**src/rtl/multicycle_sequencer.sv**
```systemverilog
// multicycle_sequencer: multi-cycle control FSM for a shared single-ALU/single-memory datapath
// Ports:
//   Clk, Rst (sync, active-low)      clock and reset
//   Opcode, Funct                    instruction fields IR[31:26], IR[5:0]
//   MemReady, Zero                   memory handshake, ALU branch condition
//   PCWrite..Link, ALUSrcA/B, ALUOp,
//   PCSource, MemSize                per-cycle datapath controls
//   State                            current state (debug)
//   InstrDone, RetireCount           retire pulse and retired-instruction count
//   IllegalOp, MemErr                sticky error flags
module multicycle_sequencer #(
   parameter int MEM_TIMEOUT = 16,
   parameter int CNT_W       = 32
) (
   input  logic             Clk,
   input  logic             Rst,
   input  logic [5:0]       Opcode,
   input  logic [5:0]       Funct,
   input  logic             MemReady,
   input  logic             Zero,
   output logic             PCWrite,
   output logic             PCWriteCond,
   output logic             IorD,
   output logic             MemRead,
   output logic             MemWrite,
   output logic             IRWrite,
   output logic             MemtoReg,
   output logic             RegDst,
   output logic             RegWrite,
   output logic             Link,
   output logic             ALUSrcA,
   output logic [1:0]       ALUSrcB,
   output logic [5:0]       ALUOp,
   output logic [1:0]       PCSource,
   output logic [1:0]       MemSize,
   output logic [3:0]       State,
   output logic             InstrDone,
   output logic             IllegalOp,
   output logic             MemErr,
   output logic [CNT_W-1:0] RetireCount
);
   typedef enum logic [3:0] {
      FETCH = 4'd0, DECODE = 4'd1, MEMADR = 4'd2, MEMRD = 4'd3, MEMWB = 4'd4,
      MEMWR = 4'd5, EXEC = 4'd6, ALUWB = 4'd7, BRANCH = 4'd8, JUMP = 4'd9,
      JAL = 4'd10, JR = 4'd11, EXECI = 4'd12
   } state_t;
   localparam int TW = $clog2(MEM_TIMEOUT + 1);
   state_t state, next, dec;
   logic [5:0] op;
   logic [TW-1:0] wait_cnt;
   logic mem_state, timeout, retire;
   logic [1:0] msz;
   // Zero only gates the PC write inside the datapath; the sequencer never looks at it.
   logic unused_zero;
   assign unused_zero = Zero;
   assign State = state;
   assign mem_state = state inside {FETCH, MEMRD, MEMWR};
   assign timeout = mem_state && !MemReady && wait_cnt == TW'(MEM_TIMEOUT - 1);
   assign retire = state inside {ALUWB, MEMWB, BRANCH, JUMP, JAL, JR} || (state == MEMWR && MemReady);
   // op[1:0]: 11 = word, 01 = half, 00 = byte for both loads and stores
   assign msz = op[1] ? 2'd0 : (op[0] ? 2'd1 : 2'd2);
   always_comb begin
      case (Opcode)
         6'h00:                             dec = (Funct == 6'h08) ? JR : EXEC;
         6'h08, 6'h0c, 6'h0d, 6'h0e:        dec = EXECI;
         6'h23, 6'h21, 6'h20,
         6'h2b, 6'h29, 6'h28:               dec = MEMADR;
         6'h01, 6'h04, 6'h05, 6'h06, 6'h07: dec = BRANCH;
         6'h02:                             dec = JUMP;
         6'h03:                             dec = JAL;
         default:                           dec = FETCH;
      endcase
   end
   always_comb begin
      case (state)
         FETCH:       next = MemReady ? DECODE : FETCH;
         DECODE:      next = dec;
         EXEC, EXECI: next = ALUWB;
         MEMADR:      next = op[3] ? MEMWR : MEMRD;
         MEMRD:       next = MemReady ? MEMWB : (timeout ? FETCH : MEMRD);
         MEMWR:       next = (MemReady || timeout) ? FETCH : MEMWR;
         default:     next = FETCH;
      endcase
   end
   always_comb begin
      {PCWrite, PCWriteCond, IorD, MemRead, MemWrite, IRWrite, MemtoReg, RegDst,
       RegWrite, Link, ALUSrcA, ALUSrcB, ALUOp, PCSource, MemSize} = '0;
      case (state)
         FETCH: begin
            MemRead = 1'b1;
            ALUSrcB = 2'd1;
            ALUOp   = 6'h08;
            IRWrite = MemReady;
            PCWrite = MemReady;
         end
         DECODE: begin
            ALUSrcB = 2'd3;
            ALUOp   = 6'h08;
         end
         EXEC: ALUSrcA = 1'b1;
         EXECI: begin
            ALUSrcA = 1'b1;
            ALUSrcB = 2'd2;
            ALUOp   = op;
         end
         ALUWB: begin
            RegWrite = 1'b1;
            MemtoReg = 1'b1;
            RegDst   = (op == 6'h00);
         end
         MEMADR: begin
            ALUSrcA = 1'b1;
            ALUSrcB = 2'd2;
            ALUOp   = 6'h08;
         end
         MEMRD: begin
            MemRead = 1'b1;
            IorD    = 1'b1;
            MemSize = msz;
         end
         MEMWB: RegWrite = 1'b1;
         MEMWR: begin
            MemWrite = !timeout;
            IorD     = 1'b1;
            MemSize  = msz;
         end
         BRANCH: begin
            ALUSrcA     = 1'b1;
            ALUOp       = op;
            PCWriteCond = 1'b1;
            PCSource    = 2'd1;
         end
         JUMP: begin
            PCWrite  = 1'b1;
            PCSource = 2'd2;
         end
         JAL: begin
            PCWrite  = 1'b1;
            PCSource = 2'd2;
            RegWrite = 1'b1;
            Link     = 1'b1;
         end
         JR: begin
            PCWrite  = 1'b1;
            PCSource = 2'd3;
         end
         default: ;
      endcase
      // a reset cycle abandons the instruction, so nothing may strobe while Rst is low
      if (!Rst)
         {PCWrite, PCWriteCond, IorD, MemRead, MemWrite, IRWrite, MemtoReg, RegDst,
          RegWrite, Link, ALUSrcA, ALUSrcB, ALUOp, PCSource, MemSize} = '0;
   end
   assign InstrDone = Rst && retire;
   always_ff @(posedge Clk) begin
      if (!Rst) begin
         state       <= FETCH;
         op          <= '0;
         wait_cnt    <= '0;
         RetireCount <= '0;
         IllegalOp   <= 1'b0;
         MemErr      <= 1'b0;
      end else begin
         state <= next;
         if (state == DECODE) op <= Opcode;
         // leaving a memory state always passes through a ready or timeout cycle, clearing the count
         wait_cnt <= (mem_state && !MemReady && !timeout) ? wait_cnt + 1'b1 : '0;
         if (retire) RetireCount <= RetireCount + 1'b1;
         if (state == DECODE && dec == FETCH) IllegalOp <= 1'b1;
         if (timeout) MemErr <= 1'b1;
      end
   end
endmodule

```
**config.mk**
```make
export PLATFORM = sky130hd
export DESIGN_NAME = multicycle_sequencer
export DESIGN_NICKNAME = d
export VERILOG_FILES = /design/src/rtl/multicycle_sequencer.sv
export SDC_FILE = /design/constraint.sdc
export NUM_CORES = 1
export LEC_CHECK = 0
export BUFFER_PORTS_ARGS = -buffer_cell sky130_fd_sc_hd__buf_2
export CORE_MARGIN = 2
export CORE_UTILIZATION = 48
export CTS_CLUSTER_SIZE = 14
export DETAILED_ROUTE_END_ITERATION = 8
export PLACE_DENSITY_LB_ADDON = 0.15
export SLEW_MARGIN = 40
export SYNTH_ARGS = -nofsm -noshare
export SYNTH_HDL_FRONTEND = slang
export SYNTH_SLANG_ARGS = --single-unit
```
**constraint.sdc**
```tcl
create_clock -name Clk -period 1.96 [get_ports Clk]
set_input_delay 0.196 -clock Clk [delete_from_list [all_inputs] [get_ports Clk]]
set_output_delay 0.196 -clock Clk [all_outputs]
set_load 0.02 [all_outputs]
```
Yosys cells after proc, flatten, opt, wreduce, memory -nomap -nowiden
Cells that the tools add are included.

Reductions and logical operators: 30. Mux-type cells: 40. Add/sub/neg operators: 2. Equality and inequality tests: 31.

Operators by type and width (count): $pmux W4 S6 (2); $eq A6 B6 Y1 const B (6); $add A32 B1 Y32 const B (1); $eq A6 B4 Y1 const B (5); $eq A6 B3 Y1 const B (4); $mux W1 (22); $eq A4 B4 Y1 const B (5); $eq A4 B3 Y1 const B (4); $mux W2 (7); $eq A6 B2 Y1 const B (2); $logic_not A6 Y1 (2); $pmux W2 S3 (2); $pmux W6 S2 (1); $reduce_or A2 Y1 (6); $mux W3 (3); $reduce_or A3 Y1 (3); $eq A4 B2 Y1 const B (2); $logic_not A4 Y1 (2); $reduce_or A4 Y1 (2); $eq A6 B1 Y1 const B (1); $logic_and A1 B1 Y1 (6); $mux W6 (1); $reduce_bool A6 Y1 (1); $reduce_or A6 Y1 (1); 10 further kinds (12).

Register bits: 49. Logic and storage cells: 109.

Longest topological paths before layout
Gate-level depths: netlist (run 1).

Word-level depth: 7. Gate-level depth with buffers: 7. Depth with buffers taken out: 7.

Worst setup path before layout (run 1)
No wires, ideal clock.

Path kind: reg-to-reg. Start point: register RetireCount[0]. End point: register RetireCount[28]. Library setup time: 0.072 ns. Data required time: 1.888 ns. Slack: -0.167 ns. Cell stages (with the launch flop): 8. Clock period less this slack: 2.127 ns. Data arrival time: 2.055 ns. Path buffers: 2. Path through: dfxtp_1 -> ha_1 -> inv_1 -> or4_1 -> clkbuf_1 -> buf_4 -> nor4_2 -> mux2i_1.

Longest elaborated chain between the ends: 1.

Ends and longest elaborated chain: from (decl) (line 40) `output logic [CNT_W-1:0] RetireCount`; from (signal assigned) (line 168) `if (retire) RetireCount <= RetireCount + 1'b1;`; $add A32 B1 Y32 (line 168).

No other way between the ends. A chain may end at the register's enable or synchronous reset.

Final worst setup path (run 1)
Start point: register state[2] (netlist: State[2]). End point: register RetireCount[20].

Longest elaborated chain between the ends: 3.

Ends and longest elaborated chain: from (decl) (line 48) `state_t state, next, dec;`; from (signal assigned) (line 164) `state <= next;`; $eq A4 B3 Y1 or $eq A4 B4 Y1 (tied branches) (line 59) `assign retire = state inside {ALUWB, MEMWB, BRANCH, JUMP, JAL, JR} || (state == MEMWR && MemReady);`; $reduce_bool A6 Y1 or $logic_and A1 B1 Y1 (tied branches) (line 59); $logic_or A1 B1 Y1 * (line 59).

Every way passes the cells marked *; elsewhere a longest branch is shown, timed or not.

==> results.md, run 1 <==
- Status: finished clean
- Share of post-route cells with drive strength above 1: 0.3896
- Top-Level Pins: 78
- Max FO, Critical Path: 8
- Max Cap Viol: 0
- Crit path DAT: 2.10 ns
- Max Clock Skew: 0.01255 ns
- Starting Density: 0.4992
- Worst hold path type: in -> reg
- Ranking of synthesized cells by area: dfxtp_1 (33%), nand2_1 (5.7%), a21oi_1 (5.4%)
- Vias/cell: 5.680
- Pleak: 0.001602 µW
- Via count: 3050
- Post-synthesis sequential area ratio: 0.3300
- Overall Power: 2020 µW
- Ant diodes: 0
- Setup_tns: 0 ns
- DRC: 0
- P per Cell Area: 508.4 nW/µm²
- Clock Sinks: 49
- Fin nets: 480
- Initial DRC Count: 95
- Post-DP HPWL: 5113 µm
- Yosys top cell by area: dfxtp_1
- Std-Cell Rows: 28
- CTS Hold Bufs: 0
- Min Tclk post-route: 1.932 ns
- Worst setup EP type: flip-flop
- Gate Count Post-Synth: 365
- Tot GR Track Use: 0.2220
- Cts bufs inserted: 5
- Slew of the pin with the lowest slew margin: 0.4548 ns
- Clock-pin slew on the worst setup and hold paths: 0.10 ns
- Initial antenna violation count: 0
- Count of pins over their slew limit: 0
- CP Launch Type: flip-flop
- 1st-pass router iterations: 6
- CP required: 2.13 ns
- Die X: 82.70 µm
- Global-route wire length before repair: 12160 µm
- Final setup fails: 0
- Per-cell routed wire length: 13.85 µm
- Clk_lat worst skew: 0.30 ns
- Main synth FF type: dfxtp_1
- Clock root cell: clkbuf_8
- Buffers on Ports: 76
- Die Y: 82.70 µm
- Final ANT Viol Nets: 0
- Maximum vdd drop: 0.0003183 V
- Max Freq: 517.5 MHz
- Post-Syn Area: 2973 µm²
- Pin count of the biggest net entering global routing: 33
- Reg2Reg Depth: 4
- Hold Path Cell Cnt: 3
- Synthesized Nets: 384
- CP Class: reg -> reg
- Clk buf depth: 2
- H-tree Lvls: 2
- Synth async-reset ratio: 0
- Synth warnings: 0
- P&R area growth vs syn: 33.63%
- Max-slew headroom: 0.6889
- RSZ-0062 raised after global routing: yes
- Minimum hold slack: 0.1586 ns
- Number of global-route vias before repair: 2706
- Final worst-path cycle share: 0.9859
- Syn Area/Cell: 8.145 µm²
- Most frequent cells after synthesis: dfxtp_1 (49), nand2_1 (45), a21oi_1 (32)
- Core area: 5956 µm²
- DRT Wirelength: 7435 µm
- Register bit count reported by yosys: 49
- Die Area: 6839 µm²
- Overflow after GRT: 0
- Post-synth EDFFs: 0
- Most common cell in the netlist: dfxtp_1
- Final hold viol count: 0
- Routability Congestion: 0.8342
- CTS tree: yes
- Synth unique cells: 64
- Synth top area share: 0.3300
## placed cells by master (no fill, tap or decap), types with 4 or more instances in the layout
cell type | synthesis | routed
clkbuf_8 | 3 | 6
buf_2 | 4 | 74
inv_1 | 8 | 8
nand4_1 | 5 | 5
o31ai_1 | 16 | 13
mux2i_1 | 11 | 11
and2_1 | 6 | 6
nor4_2 | 6 | 4
a31oi_1 | 5 | 5
a21oi_1 | 32 | 30
nand3_1 | 11 | 11
nor2_1 | 20 | 17
nor2b_1 | 6 | 4
nand3b_1 | 6 | 6
buf_4 | 2 | 34
nor4_4 | 0 | 4
buf_6 | 1 | 4
nand2_1 | 45 | 45
o21ai_0 | 6 | 6
or4_1 | 16 | 14
dfxtp_2 | 0 | 10
nand2b_1 | 15 | 14
dfxtp_1 | 49 | 37
nor3_1 | 9 | 9
## power by group
group / leakage (µW) / switching (µW) / internal [µW]
Sequential: 0.000402 / 12.2 / 1010
Combinational: 0.00114 / 143 / 94.6
Clock: 0.0000574 / 348 / 415
Total: 0.00160 / 503 / 1520
## layer usage
metal	global-route usage	share of wire
met3	0.03804	0.044
met4	0.05902	0.0087
met5	0	0
met1	0.2908	0.47
met2	0.3766	0.48
## cells by family after synthesis
group / after synthesis / share of synthesized area
mux: 11 / 0.03704
simple gates: 180 / 0.3653
fa+ha+maj: 3 / 0.01263
flops: 49 / 0.3300
xor+xnor: 5 / 0.01473
compound gates: 82 / 0.1759
buf+inv: 35 / 0.06439
## worst max-delay path, cell delays in order, from the launching register on
cell and delay [ns]:
dfxtp_2 0.35, a21bo_2 0.23, or4_4 0.62, buf_4 0.19, o41ai_1 0.40
## flip-flops by register name, summed over array words and instances, names as in the netlist
| register | count |
|---|---|
| MemErr | 1 |
| State | 4 |
| RetireCount | 32 |
| op | 6 |
| wait_cnt | 5 |
| IllegalOp | 1 |
## stage by stage
| step | area, µm² | cells | utilization | worst slack (ns) |
|---|---|---|---|---|
| floorplan | 3029 | 365 | - | -0.01285 |
| global placement | 3623 | 525 | 0.6084 | 0.01421 |
| detailed placement | 3623 | 525 | 0.6084 | -0.01661 |
| CTS | 3854 | 537 | 0.6471 | 0.01072 |
| global route | 3973 | 537 | 0.6670 | -0.06573 |
| finish | 3973 | 537 | 0.6670 | 0.02756 |
## path summary, 6_finish.rpt
kind | startpoint | endpoint | slack, ns
worst min-delay path | Opcode[4] | op[4] | 0.16
worst max-delay path | State[2] | RetireCount[20] | 0.03
worst min register to register | IllegalOp | IllegalOp | 0.47
worst max register to register | State[2] | RetireCount[20] | 0.03
## layout make-up
class	instances	area [µm²]
clock inverters	2	37.54
fillers	544	1983
repair buffers	116	745.7
flip-flops and latches	49	1001
multi-input cells	281	1982
inverters	8	30.03
well taps	75	93.84
clock buffers	6	82.58
## timing repair
action	4_1_cts	5_1_grt
setup buffers	5	1
setup endpoints to repair	11	26
pin swaps	2	7
resized for setup	19	31
Note: power is estimated with default switching activity, not from simulation.
==> run 2, diff against run 1 <==
Settings changed: ABC_AREA from default to 1, CORE_UTILIZATION 48 to 49.
==> results.md, run 2 <==
- Post-Syn Area: 3134 µm²
- CTS Hold Bufs: 0
- Vias/cell: 5.076
- Clock-pin slew on the worst setup and hold paths: 0.10 ns
- Pleak: 0.001641 µW
- Slew of the pin with the lowest slew margin: 0.4781 ns
- Most common cell in the netlist: nand2_1
- Global-route wire length before repair: 14260 µm
- Max FFs per register: 32
- Most frequent cells in the layout: nand2_1 (165), nor2_1 (91), buf_2 (76), inv_1 (57), dfxtp_1 (45)
- Die X: 83.98 µm
- Cell Count, Final, Fillers Out: 682
- Buffers on Ports: 76
- CP required: 1.76 ns
- Ant diodes: 0
- Number of global-route vias before repair: 3123
- Register bit count reported by yosys: 49
- Placed cells: 674
- Final ANT Viol Nets: 0
- Die Y: 83.98 µm
- Util after Layout: 0.5942
- Min Tclk post-route: 1.880 ns
- Ranking of synthesized cells by area: dfxtp_1 (31%), nand2_1 (20%), nor2_1 (11%)
- Synth warnings: 0
- Status: finished clean
- Worst hold path type: in -> reg
- P&R area growth vs syn: 19.00%
- Max Cap Viol: 0
- Largest regs: RetireCount: 32 flops, op: 6 flops, wait_cnt: 5 flops
- Clock Sinks: 49
- CP Class: reg -> out
- Post-synth EDFFs: 0
- Synth async-reset ratio: 0
- Maximum vdd drop: 0.0003556 V
- Synth top area share: 0.3130
- CP Launch Type: flip-flop
- Most frequent cells after synthesis: nand2_1 (166), nor2_1 (94), inv_1 (57)
- Fin nets: 623
- Clock root cell: clkbuf_8
- Overflow after GRT: 0
- Synthesized Nets: 544
- Worst setup EP type: output port
- Share of post-route cells with drive strength above 1: 0.2017
- Final setup fails: 0
- Clk buf depth: 2
- DRT Wirelength: 8405 µm
- Tot GR Track Use: 0.2422
- Yosys top cell by area: dfxtp_1
- Post-synthesis sequential area ratio: 0.3130
- Count of pins over their slew limit: 0
- Final hold viol count: 0
- Gate Count Post-Synth: 525
- Core area: 6277 µm²
- Routability Congestion: 0.9429
- Top-Level Pins: 78
- Commonest non-fill, non-tap cell in the layout: nand2_1
- Max FO, Critical Path: 5
- Max Clock Skew: 0.006579 ns
- Main synth FF type: dfxtp_1
- Crit path DAT: 1.68 ns
- H-tree Lvls: 2
- DRC: 0
- Std-Cell Rows: 29
- Initial antenna violation count: 0
- Per-cell routed wire length: 12.32 µm
- Syn Area/Cell: 5.970 µm²
- Synth unique cells: 35
- 1st-pass router iterations: 5
- Die Area: 7052 µm²
- Clk_lat worst skew: 0.30 ns
- Max-slew headroom: 0.6801
- Via count: 3462
- Max Freq: 531.9 MHz
- RSZ-0062 raised after global routing: yes
- Cts bufs inserted: 5
- CTS tree: yes
- Pin count of the biggest net entering global routing: 24
- Post-DP HPWL: 6490 µm
- Final worst-path cycle share: 0.9592
- Starting Density: 0.4993
- Top reg by flops: RetireCount
- Minimum hold slack: 0.1685 ns
- P per Cell Area: 507.7 nW/µm²
- Initial DRC Count: 170
[run 2: cell types whose count changed after synthesis, moves of 16 or more]
cell	change
nand2_1	+121
nor2_1	+74
inv_1	+49
nand3_1	+20
o31ai_1	-16
or4_1	-16
[run 2: repair_timing]
action,in CTS,in global routing
hold endpoints to repair,0,0
pin swaps,0,0
gates resized for setup,3,9
endpoints found under the setup margin,3,5
setup buffers,0,0
[run 2: layer usage]
layer	track usage	share of wire
met1	0.3180	0.48
met2	0.4029	0.45
met3	0.04253	0.047
met4	0.07918	0.022
met5	0	0
[run 2: layout make-up]
class / instances / area [µm²]
Inverter: 61 / 229.0
Clock buffer: 6 / 82.58
Tap cell: 77 / 96.34
Clock inverter: 2 / 17.52
Timing Repair Buffer: 84 / 452.9
Fill cell: 650 / 2547
Sequential cell: 49 / 988.4
Multi-Input combinational cell: 403 / 1863
[run 2: final timing paths]
kind	start	endpoint	slack (ns)	depth (start not counted)
max	State[3]	RegDst	0.08	5
min	Opcode[3]	op[3]	0.17	3
max reg2reg	RetireCount[1]	RetireCount[12]	0.23	10
min reg2reg	wait_cnt[0]	wait_cnt[0]	0.45	1
[run 2: power breakdown]
group	leakage, µW	internal [µW]	switching, µW
clock network	0.0000518	294	368
registers	0.000398	1010	13.2
logic	0.00119	65.8	139
[run 2: cell families (layout without fill, tap and decap cells)]
family	Yosys count	after routing	synth area share
AOI/OAI and AO/OA	58	58	0.09581
xor gates and xnor gates	7	7	0.01956
adders and majority gates	3	3	0.01198
buffers and inverters	73	153	0.1022
DFF	49	49	0.3130
and+or+nand+nor	335	335	0.4575
[run 2: stage by stage]
| step | total power [µW] | cell area [µm²] | setup WS [ns] | TNS (ns) |
|---|---|---|---|---|
| 5_1_grt | 1963 | 3730 | -0.03112 | -0.05573 |
| 4_1_cts | 1910 | 3704 | 0.05037 | 0 |
| 2_1_floorplan | 1185 | 3139 | -0.07301 | -0.1460 |
| 6_report | 1894 | 3730 | 0.07997 | 0 |
| 3_3_place_gp | 1248 | 3597 | 0.2353 | 0 |
| 3_5_place_dp | 1251 | 3597 | 0.2028 | 0 |
[run 2: worst max-delay path, cell delays in order (launching register included)]
cell and delay (ns):
dfxtp_2 0.37, inv_1 0.13, nand2_1 0.12, nor3_1 0.36, nor3b_2 0.23, buf_2 0.18
==> run 3, diff against run 2 <==
Settings changed: CAP_MARGIN from default to 20, CORE_MARGIN 2 to default.
==> results.md, run 3 (synthesized netlist as in run 2, its figures left out) <==
- CTS tree: yes
- Pleak: 0.001641 µW
- Final setup fails: 0
- Worst setup EP type: output port
- RSZ-0062 raised after global routing: no
- Final worst slack: 0.1385 ns
- Final hold viol count: 0
- Top-Level Pins: 78
- Routability Congestion: 0.9402
- P&R area growth vs syn: 19.08%
- Maximum vdd drop: 0.0003098 V
- Setup_tns: 0 ns
- Max Freq: 549.0 MHz
- Min Tclk post-route: 1.822 ns
- Clock-pin slew on the worst setup and hold paths: 0.09 ns
- Buffers on Ports: 76
- Max-slew headroom: 0.7520
- Cts bufs inserted: 5
- Max FFs per register: 32
- Post-DP HPWL: 6449 µm
- Overall Power: 1990 µW
- Die X: 81.98 µm
- Std-Cell Rows: 28
- Clock Sinks: 49
- Overflow after GRT: 0
- Sequential cell area: 991.0 µm²
- Clk_lat worst skew: 0.31 ns
- DRC: 0
- Worst hold path type: in -> reg
- Slew of the pin with the lowest slew margin: 0.3692 ns
- Tot GR Track Use: 0.2655
- P per Cell Area: 533.1 nW/µm²
- H-tree Lvls: 2
- Final ANT Viol Nets: 0
- Count of pins over their slew limit: 0
- Ant diodes: 0
- Share of post-route cells with drive strength above 1: 0.2003
- Die Y: 81.98 µm
- Max Cap Viol: 0
- Vias/cell: 5.130
- DRT Wirelength: 8285 µm
- Max FO, Critical Path: 5
- Global-route wire length before repair: 13700 µm
- CP Class: reg -> out
- Core area: 6061 µm²
- Max Clock Skew: 0.007104 ns
- CP Launch Type: flip-flop
- Final worst-path cycle share: 0.9293
- Most frequent cells in the layout: nand2_1 (165), nor2_1 (91), buf_2 (76), inv_1 (57), dfxtp_1 (45)
- Status: finished clean
- Util after Layout: 0.6158
- Clk buf depth: 2
- Die Area: 6720 µm²
- Post-CTS Setup Bufs: 0
- Top reg by flops: RetireCount
- Pin count of the biggest net entering global routing: 29
- Crit path DAT: 1.63 ns
- Largest regs: RetireCount: 32 flops, op: 6 flops, wait_cnt: 5 flops
- Fin nets: 622
- Number of global-route vias before repair: 3021
- CP required: 1.76 ns
- Area occupied by multi-input gates: 1853 µm²
- Initial DRC Count: 227
- Clock root cell: clkbuf_8
- Via count: 3483
- FILL cells: 625
- Setup WS pre-CTS: 0.2069 ns
- Per-cell routed wire length: 12.20 µm
- Initial antenna violation count: 0
- Commonest non-fill, non-tap cell in the layout: nand2_1
- Starting Density: 0.5171
- 1st-pass router iterations: 5
run 3: stage by stage:
| step | std cells | instance area, µm² | hold slack [ns] |
|---|---|---|---|
| floorplan | 525 | 3139 | 0.3344 |
| global placement | 671 | 3587 | 0.4292 |
| detailed placement | 671 | 3587 | 0.4412 |
| CTS | 679 | 3711 | 0.1525 |
| global route | 679 | 3732 | 0.1626 |
| finish | 679 | 3732 | 0.1617 |
run 3: final timing paths:
path | to | slack [ns] | depth (start not counted) | from
setup / recovery | RegDst | 0.14 | 5 | State[3]
hold reg to reg | IllegalOp | 0.45 | 2 | IllegalOp
hold / removal | op[3] | 0.16 | 3 | Opcode[3]
setup reg to reg | RetireCount[12] | 0.22 | 10 | RetireCount[1]
run 3: report_power, final:
| group | internal [µW] | total, µW | switching (µW) |
|---|---|---|---|
| combinational | 65.1 | 202 | 137 |
| clock | 415 | 762 | 347 |
| sequential | 1010 | 1030 | 13.6 |
run 3: critical path, cell delays in order (launching register included):
cell     delay, ns
dfxtp_4       0.37
inv_1         0.12
nand2_1       0.12
nor3_1        0.32
nor3b_2       0.22
buf_2         0.18
run 3: metal layers:
layer	part of all wire	wire length [µm]	GRT usage	up-vias
met2	0.47	3871	0.4471	106
li1	-	-	-	1812
met3	0.069	570	0.04444	9
met5	0	0	0	-
met4	0.010	85	0.07018	0
met1	0.45	3757	0.3476	1556
run 3: final cells by class:
class / instances / share of cell area
clock inverters: 2 / 0.01006
multi-input cells: 403 / 0.4965
well taps: 75 / 0.02514
repair buffers: 83 / 0.1193
inverters: 61 / 0.06135
clock buffers: 6 / 0.02213
flip-flops and latches: 49 / 0.2655
run 3: timing repair:
item / CTS / global route
pin swaps: 0 / 0
resized for setup: 2 / 9
hold buffers: 0 / 0
endpoints found under the setup margin: 2 / 4
